<file path="config.mk">
export PLATFORM = sky130hd
export DESIGN_NAME = mdu_iter
export DESIGN_NICKNAME = d
export VERILOG_FILES = /design/src/rtl/mdu_pkg.sv /design/src/rtl/mdu_div_step.sv /design/src/rtl/mdu_iter.sv
export SDC_FILE = /design/constraint.sdc
export NUM_CORES = 1
export LEC_CHECK = 0
export CAP_MARGIN = 20
export CORE_ASPECT_RATIO = 0.7
export CORE_MARGIN = 2
export CORE_UTILIZATION = 30
export DETAILED_ROUTE_END_ITERATION = 10
export PLACE_DENSITY_LB_ADDON = 0.3
export SYNTH_ARGS = -nofsm -noshare
export SYNTH_HDL_FRONTEND = slang
export SYNTH_SLANG_ARGS = --single-unit
</file>
<file path="constraint.sdc">
create_clock -name i_clk -period 9.9 [get_ports i_clk]
set_input_delay 1.98 -clock i_clk [delete_from_list [all_inputs] [get_ports i_clk]]
set_output_delay 1.98 -clock i_clk [all_outputs]
set_load 0.01 [all_outputs]
</file>
<file path="src/rtl/mdu_pkg.sv">
// Shared definitions for the iterative RV32M multiply/divide unit.
package mdu_pkg;

  localparam logic [2:0] MDU_MUL    = 3'b000;
  localparam logic [2:0] MDU_MULH   = 3'b001;
  localparam logic [2:0] MDU_MULHSU = 3'b010;
  localparam logic [2:0] MDU_MULHU  = 3'b011;
  localparam logic [2:0] MDU_DIV    = 3'b100;
  localparam logic [2:0] MDU_DIVU   = 3'b101;
  localparam logic [2:0] MDU_REM    = 3'b110;
  localparam logic [2:0] MDU_REMU   = 3'b111;

  localparam int unsigned ITER_CNT = 32;

  typedef enum logic [1:0] {
    StIdle,
    StCalc,
    StDone
  } mdu_state_e;

endpackage

</file>
<file path="src/rtl/mdu_div_step.sv">
// One restoring-division step: shift in a dividend bit, subtract the divisor if it fits.
module mdu_div_step (
  input  logic [31:0] rem_i,
  input  logic [31:0] divisor_i,
  input  logic        bit_i,
  output logic [31:0] rem_o,
  output logic        q_bit_o
);

  logic [32:0] shifted;
  logic [31:0] diff;

  always_comb begin
    shifted = {rem_i, bit_i};
    q_bit_o = (shifted >= {1'b0, divisor_i});
    // When the divisor fits, the difference is below 2^32, so 32-bit wraparound is exact.
    diff    = shifted[31:0] - divisor_i;
    rem_o   = q_bit_o ? diff : shifted[31:0];
  end

endmodule

</file>
<file path="src/rtl/mdu_iter.sv">
// Iterative RV32M multiply/divide unit; emits one registered rf write per accepted request.
module mdu_iter
  import mdu_pkg::*;
#(
  parameter bit FAST_MUL = 1'b0
) (
  input  logic        i_clk,
  input  logic        i_rst_n,
  input  logic        i_start,
  input  logic [2:0]  i_funct3,
  input  logic [31:0] i_rs1,
  input  logic [31:0] i_rs2,
  input  logic [4:0]  i_rd_waddr,
  output logic        o_busy,
  output logic        o_rd_wen,
  output logic [4:0]  o_rd_waddr,
  output logic [31:0] o_rd_wdata
);

  mdu_state_e  state_q, state_d;
  logic [4:0]  cnt_q, cnt_d;
  logic [63:0] acc_q, acc_d;
  logic [31:0] opb_q, opb_d;
  logic [2:0]  funct3_q, funct3_d;
  logic [4:0]  rd_q, rd_d;
  logic        neg_q, neg_d;
  logic        rneg_q, rneg_d;
  logic        wen_q, wen_d;
  logic [4:0]  waddr_q, waddr_d;
  logic [31:0] wdata_q, wdata_d;

  // Request decode.
  logic        in_is_mul, a_signed, b_signed, sa, sb;
  logic [31:0] mag_a, mag_b;
  logic        div_zero, div_ovf;
  logic [31:0] special_res, fast_res;
  logic [63:0] a64, b64, fast_prod;

  always_comb begin
    in_is_mul = ~i_funct3[2];
    a_signed  = (i_funct3 == MDU_MULH) || (i_funct3 == MDU_MULHSU) ||
                (i_funct3 == MDU_DIV)  || (i_funct3 == MDU_REM);
    b_signed  = (i_funct3 == MDU_MULH) || (i_funct3 == MDU_DIV) || (i_funct3 == MDU_REM);
    sa        = a_signed & i_rs1[31];
    sb        = b_signed & i_rs2[31];
    mag_a     = sa ? (~i_rs1 + 32'd1) : i_rs1;
    mag_b     = sb ? (~i_rs2 + 32'd1) : i_rs2;

    div_zero  = ~in_is_mul && (i_rs2 == 32'd0);
    div_ovf   = ((i_funct3 == MDU_DIV) || (i_funct3 == MDU_REM)) &&
                (i_rs1 == 32'h8000_0000) && (i_rs2 == 32'hFFFF_FFFF);
    if (div_zero) begin
      special_res = i_funct3[1] ? i_rs1 : 32'hFFFF_FFFF;
    end else begin
      special_res = i_funct3[1] ? 32'd0 : 32'h8000_0000;
    end

    // Low 64 bits of the 33x33 signed product are exact for every RV32M operand pair.
    a64       = {{32{sa}}, i_rs1};
    b64       = {{32{sb}}, i_rs2};
    fast_prod = a64 * b64;
    fast_res  = (i_funct3 == MDU_MUL) ? fast_prod[31:0] : fast_prod[63:32];
  end

  // One iteration of either algorithm, plus the sign-corrected result it would yield.
  logic [31:0] div_rem;
  logic        div_q;
  logic [32:0] mul_sum;
  logic [63:0] step_acc, prod_s;
  logic [31:0] quot, rem, calc_res;

  mdu_div_step u_div_step (
    .rem_i     (acc_q[63:32]),
    .divisor_i (opb_q),
    .bit_i     (acc_q[31]),
    .rem_o     (div_rem),
    .q_bit_o   (div_q)
  );

  always_comb begin
    mul_sum  = {1'b0, acc_q[63:32]} + (acc_q[0] ? {1'b0, opb_q} : 33'd0);
    step_acc = funct3_q[2] ? {div_rem, acc_q[30:0], div_q} : {mul_sum, acc_q[31:1]};
    prod_s   = neg_q ? -step_acc : step_acc;
    quot     = neg_q ? -step_acc[31:0] : step_acc[31:0];
    rem      = rneg_q ? -step_acc[63:32] : step_acc[63:32];
    if (funct3_q[2]) begin
      calc_res = funct3_q[1] ? rem : quot;
    end else begin
      calc_res = (funct3_q == MDU_MUL) ? prod_s[31:0] : prod_s[63:32];
    end
  end

  always_comb begin
    state_d  = state_q;
    cnt_d    = cnt_q;
    acc_d    = acc_q;
    opb_d    = opb_q;
    funct3_d = funct3_q;
    rd_d     = rd_q;
    neg_d    = neg_q;
    rneg_d   = rneg_q;
    wen_d    = 1'b0;
    waddr_d  = 5'd0;
    wdata_d  = 32'd0;

    unique case (state_q)
      StIdle: begin
        if (i_start) begin
          funct3_d = i_funct3;
          rd_d     = i_rd_waddr;
          acc_d    = {32'd0, mag_a};
          opb_d    = mag_b;
          neg_d    = sa ^ sb;
          rneg_d   = sa & ~in_is_mul;
          cnt_d    = 5'd0;
          if (div_zero || div_ovf) begin
            state_d = StDone;
            wen_d   = 1'b1;
            waddr_d = i_rd_waddr;
            wdata_d = special_res;
          end else if (in_is_mul && FAST_MUL) begin
            state_d = StDone;
            wen_d   = 1'b1;
            waddr_d = i_rd_waddr;
            wdata_d = fast_res;
          end else begin
            state_d = StCalc;
          end
        end
      end
      StCalc: begin
        acc_d = step_acc;
        cnt_d = cnt_q + 5'd1;
        if (cnt_q == 5'(ITER_CNT - 1)) begin
          state_d = StDone;
          wen_d   = 1'b1;
          waddr_d = rd_q;
          wdata_d = calc_res;
        end
      end
      StDone: begin
        state_d = StIdle;
      end
      default: begin
        state_d = StIdle;
      end
    endcase
  end

  always_ff @(posedge i_clk) begin
    if (!i_rst_n) begin
      state_q  <= StIdle;
      cnt_q    <= 5'd0;
      acc_q    <= 64'd0;
      opb_q    <= 32'd0;
      funct3_q <= 3'd0;
      rd_q     <= 5'd0;
      neg_q    <= 1'b0;
      rneg_q   <= 1'b0;
      wen_q    <= 1'b0;
      waddr_q  <= 5'd0;
      wdata_q  <= 32'd0;
    end else begin
      state_q  <= state_d;
      cnt_q    <= cnt_d;
      acc_q    <= acc_d;
      opb_q    <= opb_d;
      funct3_q <= funct3_d;
      rd_q     <= rd_d;
      neg_q    <= neg_d;
      rneg_q   <= rneg_d;
      wen_q    <= wen_d;
      waddr_q  <= waddr_d;
      wdata_q  <= wdata_d;
    end
  end

  assign o_busy     = (state_q != StIdle);
  assign o_rd_wen   = wen_q;
  assign o_rd_waddr = waddr_q;
  assign o_rd_wdata = wdata_q;

endmodule
</file>
### Yosys cells after proc, flatten, opt, wreduce, memory -nomap -nowiden

Index checks and enable logic that the tools add are counted.

| word-level totals | value |
|---|---|
| bits in registers | 151 |
| input port bits | 75 |
| output and inout bits | 39 |
| word-level logic and storage cells | 88 |

| operators by class | value |
|---|---|
| $add $sub $neg | 8 |
| magnitude comparators | 1 |
| equality and inequality tests | 10 |
| multiplexer cells | 34 |
| bitwise gates (word level) | 6 |
| reductions and logical operators | 18 |

Operators with widths:

| cell | number |
|---|---|
| 32-bit two-way mux | 15 |
| 64-bit two-way mux | 3 |
| 64-bit one-hot mux with 2 select lines | 1 |
| 32-bit by 1-bit adder with 32-bit output, second input constant | 2 |
| 32-bit equality test, second input constant | 2 |
| 32-bit negator | 2 |
| 64-bit negator | 1 |
| 32-bit inverter | 2 |
| 32-bit one-hot mux with 2 select lines | 1 |
| 32-bit by 32-bit adder with 33-bit output | 1 |
| 33-bit by 32-bit greater-or-equal comparator with 1-bit output | 1 |
| 32-bit zero test | 1 |
| 32-bit subtractor | 1 |
| 5-bit two-way mux | 4 |
| 5-bit one-hot mux with 2 select lines | 2 |
| 1-bit logical OR | 7 |
| 3-bit equality test, second input constant | 2 |
| 2-bit two-way mux | 3 |
| 2-bit AND reduction | 3 |
| 5-bit by 1-bit adder with 5-bit output, second input constant | 1 |
| 5-bit equality test, second input constant | 1 |
| 2-bit inequality test, second input constant | 2 |
| 2-bit one-hot mux with 2 select lines | 1 |
| 2-bit nonzero test | 2 |
| 10 further kinds | 16 |

### Depth between registers and ports, before layout

| logic depth | value |
|---|---|
| depth in word-level cells | 9 |
| gate-level depth with buffers | 23 |
| depth with buffers taken out | 21 |

### By module

From an unflattened synthesis, not the netlist that was laid out.

| second synthesis, totals | value |
|---|---|
| cells, all modules | 2169 |
| area, all modules | 15755.1 µm² |

Modules (own cells, without submodules):

| module | instances | cells an instance | area an instance (µm²) | sequential area each (µm²) |
|---|---|---|---|---|
| mdu_iter | 1 | 1846 | 13424.1 | 3022.9 |
| mdu_div_step | 1 | 323 | 2331.0 | 0.0 |

### Worst setup path before layout

Ideal clock, no wire load.

| timing path | value |
|---|---|
| path type | flip-flop to flip-flop |
| from | reg funct3_q[2] |
| to | reg wdata_q[2] (netlist: o_rd_wdata[2]) |
| setup time | 0.071 ns |
| arrival time | 5.032 ns |
| data required time | 9.829 ns |
| setup slack | 4.798 ns |
| stages on the path, launching flop included | 22 |
| buffers on the path | 8 |
| period minus slack after synthesis | 5.102 ns |
| cells stage by stage | dfxtp_1 > buf_4 > buf_2 > buf_2 > buf_2 > buf_2 > buf_2 > buf_1 > mux2_2 > inv_1 > ha_1 > o21ai_0 > or4b_1 > nor4_1 > nand4_1 > or3_1 > clkbuf_1 > o21ai_0 > xor2_1 > a221oi_1 > o21ai_0 > a21oi_1 |

| on the way | value |
|---|---|
| cells in the longest elaborated chain, start to end | 7 |
| elaborated cells between the ends (all ways) | 13 |
| those cells by class | add/sub (3); mux (9); reduce/logical (1) |

Ends and longest elaborated chain:

| item | line | text |
|---|---|---|
| start, declared | mdu_iter.sv:24 | `logic [2:0] funct3_q, funct3_d;` |
| start signal, assigned | mdu_iter.sv:168 | `funct3_q <= funct3_d;` |
| 64-bit two-way mux | mdu_iter.sv:82 | `step_acc = funct3_q[2] ? {div_rem, acc_q[30:0], div_q} : {mul_sum, acc_q[31:1]};` |
| 64-bit negator (tied with other cells) | mdu_iter.sv:83 | `prod_s = neg_q ? -step_acc : step_acc;` |
| 64-bit two-way mux (tied with other cells) | mdu_iter.sv:83 |  |
| 32-bit two-way mux, on equally long branches | mdu_iter.sv:89, mdu_iter.sv:87 |  |
| 32-bit two-way mux * | mdu_iter.sv:86 | `if (funct3_q[2]) begin` |
| 32-bit two-way mux * | mdu_iter.sv:134 | `if (cnt_q == 5'(ITER_CNT - 1)) begin` |
| 32-bit one-hot mux with 2 select lines * | mdu_iter.sv:106 | `unique case (state_q)` |
| end signal, assigned | mdu_iter.sv:174 | `wdata_q <= wdata_d;` |
| end, declared | mdu_iter.sv:30 | `logic [31:0] wdata_q, wdata_d;` |

Every way passes the cells marked *; elsewhere a longest branch is shown, timed or not.
A chain may end at the register's enable or synchronous reset.

### Worst setup path after layout

| timing path | value |
|---|---|
| from | reg acc_q[49] |
| to | reg wdata_q[28] (netlist: o_rd_wdata[28]) |

| on the way | value |
|---|---|
| cells in the longest elaborated chain, start to end | 9 |
| elaborated cells between the ends (all ways) | 16 |
| those cells by class | add/sub (5); order compare (1); mux (10) |

Ends and longest elaborated chain:

| item | line | text |
|---|---|---|
| start, declared | mdu_iter.sv:22 | `logic [63:0] acc_q, acc_d;` |
| start signal, assigned | mdu_iter.sv:154 | `acc_q <= 64'd0;` |
| start signal, assigned | mdu_iter.sv:166 | `acc_q <= acc_d;` |
| 32-bit subtractor / 33-bit by 32-bit greater-or-equal comparator with 1-bit output (equally long branches) | mdu_div_step.sv:17, mdu_div_step.sv:15 |  |
| 32-bit two-way mux | mdu_div_step.sv:18 | `rem_o = q_bit_o ? diff : shifted[31:0];` |
| 64-bit two-way mux * | mdu_iter.sv:82 |  |
| 64-bit negator / 32-bit negator (equally long branches) | mdu_iter.sv:83, mdu_iter.sv:85 |  |
| 64-bit two-way mux / 32-bit two-way mux (equally long branches) | mdu_iter.sv:83, mdu_iter.sv:85 |  |
| 32-bit two-way mux, on equally long branches | mdu_iter.sv:89, mdu_iter.sv:87 |  |
| 32-bit two-way mux * | mdu_iter.sv:86 |  |
| 32-bit two-way mux * | mdu_iter.sv:134 |  |
| 32-bit one-hot mux with 2 select lines * | mdu_iter.sv:106 |  |

Marks and branches as above.

==> results.md <==
- Wire per inst: about 23 microns
- CP Buf/Inv Count: 2
- Largest family of logic cells by synthesized area: compound AO/OA/AOI/OAI gates
- Final min period: approximately 6.5 ns
- Clock latency on the worst-skew pair: approximately 0.46 ns
- Max incr delay on CP: about 0.78 ns
- R2R cell count: 20
- Hold crit path type: reg -> reg
- CP cell instances: ha_1, a21oi_1, o21ai_0, a31oi_2, o211a_1, buf_4, a31oi_1, inv_1, ha_1, o21ai_0, or4b_1, nor4_1, nand4_1, or3_1, nor3_1, nand4_1, o21ai_0, xnor2_1, nor2_1, o21ai_1
- Worst EP arrival: approximately 7 ns
- Synth Net Count: 2,239
- Hpwl dp: ~49,000 microns
- Maximum vdd drop: around 0.11 mV
- CP top delay family: simple AND/OR/NAND/NOR gates
- Place WS: 3.685 ns
- Die Wd: roughly 270 microns
- R2R setup slack: roughly 3.4 ns
- Number of cells on the critical path: 20
- P&R area growth vs syn: 14.32%
- Setup crit end kind: flip-flop
- RSZ-0062 raised after global routing: no
- Combinational power share: roughly two fifths
- Unique cell type count in the Yosys netlist: 105
- Reg2reg end: o_rd_wdata[28]
- Critical path launch point type: flip-flop
- Total number of vias: 16,750
- Asr flop ratio synth: 0%
- Clock skew: around 0.014 ns
- Leak: approximately 6.7 nW
- Port Buffers: 113
- Utilization after layout: between 30% and 40%
- Fmax achieved: around 0.15 GHz
- Initial antenna violation count: 5
- Dpl cell area: ~0.017 sq mm
- Clock-pin slew of the registers on the worst-case setup and hold paths: 0.07 ns
- Post-Synthesis Cells: between 2,000 and 2,500
- Compound-gate portion of the synthesized area: 30.38%
- Final setup fails: 0
- CORE AREA: ~0.05 sq mm
- DRC viols: 0
- Post-synth EDFFs: 0
- Hold buffer count at cts: 0
- CP Data Required Time: just over 10 ns
- GRT Resource Usage Total: a little under a quarter
- Seq cells post-synth: between 150 and 200
- Internal power: 1.292 mW
- Setup WS post-layout: around 3.4 ns
- Ys Warns: 0
- Leading cell type in the layout, fill and taps excluded: nand2_1
- Register area: between 0.003 and 0.004 sq mm
- Max Slew Vio Count: 0
- Clock network fraction of total power: a little under a third
- Register area share after synthesis: just under 20%
- FF-to-FF Start: acc_q[49]
- Boundary Pins: roughly 110
- Total grt overflow: 0
- Finished Cell Area: approximately 0.018 sq mm
- Row count: approximately 70
- Routed WL: between 60,000 and 70,000 microns
- Status: completed
- Slew margin rel.: about 21%
- Crit path from: acc_q[49]
- GPL Wtd Cong: around 1
- Tcrit/Tclk final: 65.45%
- Pwr per Cell Area: between 100 and 150 mW/mm^2
- Worst slew pin tran: roughly 1.2 ns
- CTS sink count: around 150
- Post CTS Setup Buffer Count: 0
- Die Y: just under 200 microns
- Area occupied by multi-input gates: approximately 0.012 sq mm
- Layout cells sized above 1: under 10%
- Proportion of synthesized area in mux cells: 3.348%
- Initial DRC count: approximately 1,800
- H-tree depth: 4
- Finished Layout Cells: around 2,800
- Synth Cell Area: ~0.015 sq mm
- Global-route wire length before repair: 96,480 microns
- CTS tree: yes
- Hold slack: between 0.4 and 0.5 ns
- Max_cap viols: 0
- Crit-path most repeated cell: o21ai_0
- Vias in the first global route: 15,565
- Sw frac: about two fifths
- Mean Syn Cell Area: roughly 7.4 sq um
- Die Area: approximately 0.053 sq mm
- Filler cells: 5,313
- Reg power frac: 30.5%
- Crit path to: o_rd_wdata[28]
- Pin count of the biggest net entering global routing: 93
- Switch Pwr: a little over 900 uW
- Pre-antenna DRT Iters: 6
- ANT nets after route: 0
- Resized cells post-CTS: 0
- Crit path max fanout: 20
- Top FF cell, synth: dfxtp_1
- Post-DR vias/cell: 5.959
- Slowest stage cell, crit path: nor4_1
- TritonCTS buffer count: 17
- Root Driver: clkbuf_16
- Initial cell density of the core: between 30% and 40%
- Placed cell count: ~2,800
- Synth Area in Adders: between 6 and 7%
- Synth Area in Simple Gates: 25.72%
- Count of final hold-check violations: 0
- Nets: around 2,300
- WS Path Type: reg -> reg
- CTS max path bufs: 2
- Most frequent cells in the layout: 242 x nand2_1, 175 x o21ai_0, 149 x dfxtp_1
- Post-synthesis xor/xnor area fraction: under 10%
- Final setup TNS: 0 ns
- Overall power: 2.218 mW
## metal layers
layer  track usage (%)  routed length (microns)  up-vias
met2             31.10                    24480      900
li1                  -                        -     7757
met5                 0                        0        -
met4             4.992                      948        0
met1             36.49                    30840     8018
met3             7.448                     7707       75
## power groups by stage
stage,sequential (mW),combinational (mW),clock (mW)
2_1_floorplan,0.670,0.586,0
3_3_place_gp,0.687,0.841,0
3_5_place_dp,0.688,0.842,0
4_1_cts,0.674,0.846,0.678
5_1_grt,0.680,0.940,0.700
6_report,0.675,0.872,0.671
## worst min path at each step
| stage | from | endpoint | slack, ns | cells past startpoint |
|---|---|---|---|---|
| 6_report | rd_q[0] | rd_q[0] | 0.47 | 2 |
| 3_5_place_dp | rd_q[0] | rd_q[0] | 0.46 | 2 |
| 5_1_grt | rd_q[1] | rd_q[1] | 0.50 | 2 |
| 3_3_place_gp | rd_q[1] | rd_q[1] | 0.45 | 2 |
| 4_1_cts | rd_q[0] | rd_q[0] | 0.47 | 2 |
| 2_1_floorplan | rd_q[0] | rd_q[0] | 0.44 | 2 |
## worst register-to-register path, delay by kind of cell, from the launching register on
| kind | cells | cell delay (ns) |
|---|---|---|
| AND/OR/NAND/NOR | 7 | 3.00 |
| AO/OA/AOI/OAI | 8 | 1.78 |
| adder cells (fa/ha/maj) | 2 | 0.66 |
| buffers and inverters | 2 | 0.46 |
| flip-flops | 1 | 0.35 |
| XOR/XNOR | 1 | 0.14 |
## cell usage after synthesis, types with 13 or more instances
| cell type | count | share of area (%) |
|---|---|---|
| o31ai_1 | 30 | 1.5 |
| or2_2 | 14 | 0.57 |
| a21o_1 | 21 | 1.0 |
| buf_2 | 25 | 0.81 |
| o21a_1 | 16 | 0.78 |
| o211ai_1 | 27 | 1.3 |
| nor4_1 | 22 | 0.89 |
| a21oi_1 | 140 | 4.6 |
| a22oi_1 | 31 | 1.5 |
| mux2i_1 | 29 | 1.9 |
| o221ai_1 | 26 | 1.5 |
| clkbuf_1 | 81 | 2.0 |
| o211a_1 | 26 | 1.7 |
| mux2_2 | 19 | 1.4 |
| a31oi_1 | 23 | 0.93 |
| xor2_1 | 73 | 4.2 |
| and2_1 | 71 | 2.9 |
| a211oi_1 | 13 | 0.63 |
| nand2_1 | 243 | 5.9 |
| nor2b_1 | 49 | 2.0 |
| nand2b_1 | 16 | 0.65 |
| inv_1 | 64 | 1.6 |
| dfxtp_1 | 151 | 20 |
| ha_1 | 71 | 5.8 |
| o21ai_0 | 175 | 5.7 |
| nor2_1 | 141 | 3.4 |
| nand3_1 | 38 | 1.2 |
| or3_1 | 24 | 0.98 |
| nor3_1 | 55 | 1.8 |
| nand4_1 | 39 | 1.6 |
| xnor2_1 | 97 | 5.5 |
## layout make-up
cell class / count / area share, %
multi-input cells: 1748 / 65.87
flip-flops and latches: 151 / 17.20
repair buffers: 139 / 7.493
well taps: 674 / 4.791
clock buffers: 18 / 2.438
inverters: 65 / 1.386
clock inverters: 14 / 0.7891
diodes: 2 / 0.02844
## registers in the layout (all words and copies together) (netlist names)
name and flops:
acc_q 64, o_rd_wdata 32, opb_q 32, cnt_q 5, o_rd_waddr 5, rd_q 5, funct3_q 3, state_q 2
neg_q 1, o_rd_wen 1, rneg_q 1
## kinds of logic after synthesis
group                      Yosys count
buffers and inverters              192
DFF                                151
muxes                               49
and+or+nand+nor                    777
xor gates and xnor gates           170
adders and majority gates           73
AOI/OAI and AO/OA                  679
No activity file was read; power rests on OpenSTA's default activity.
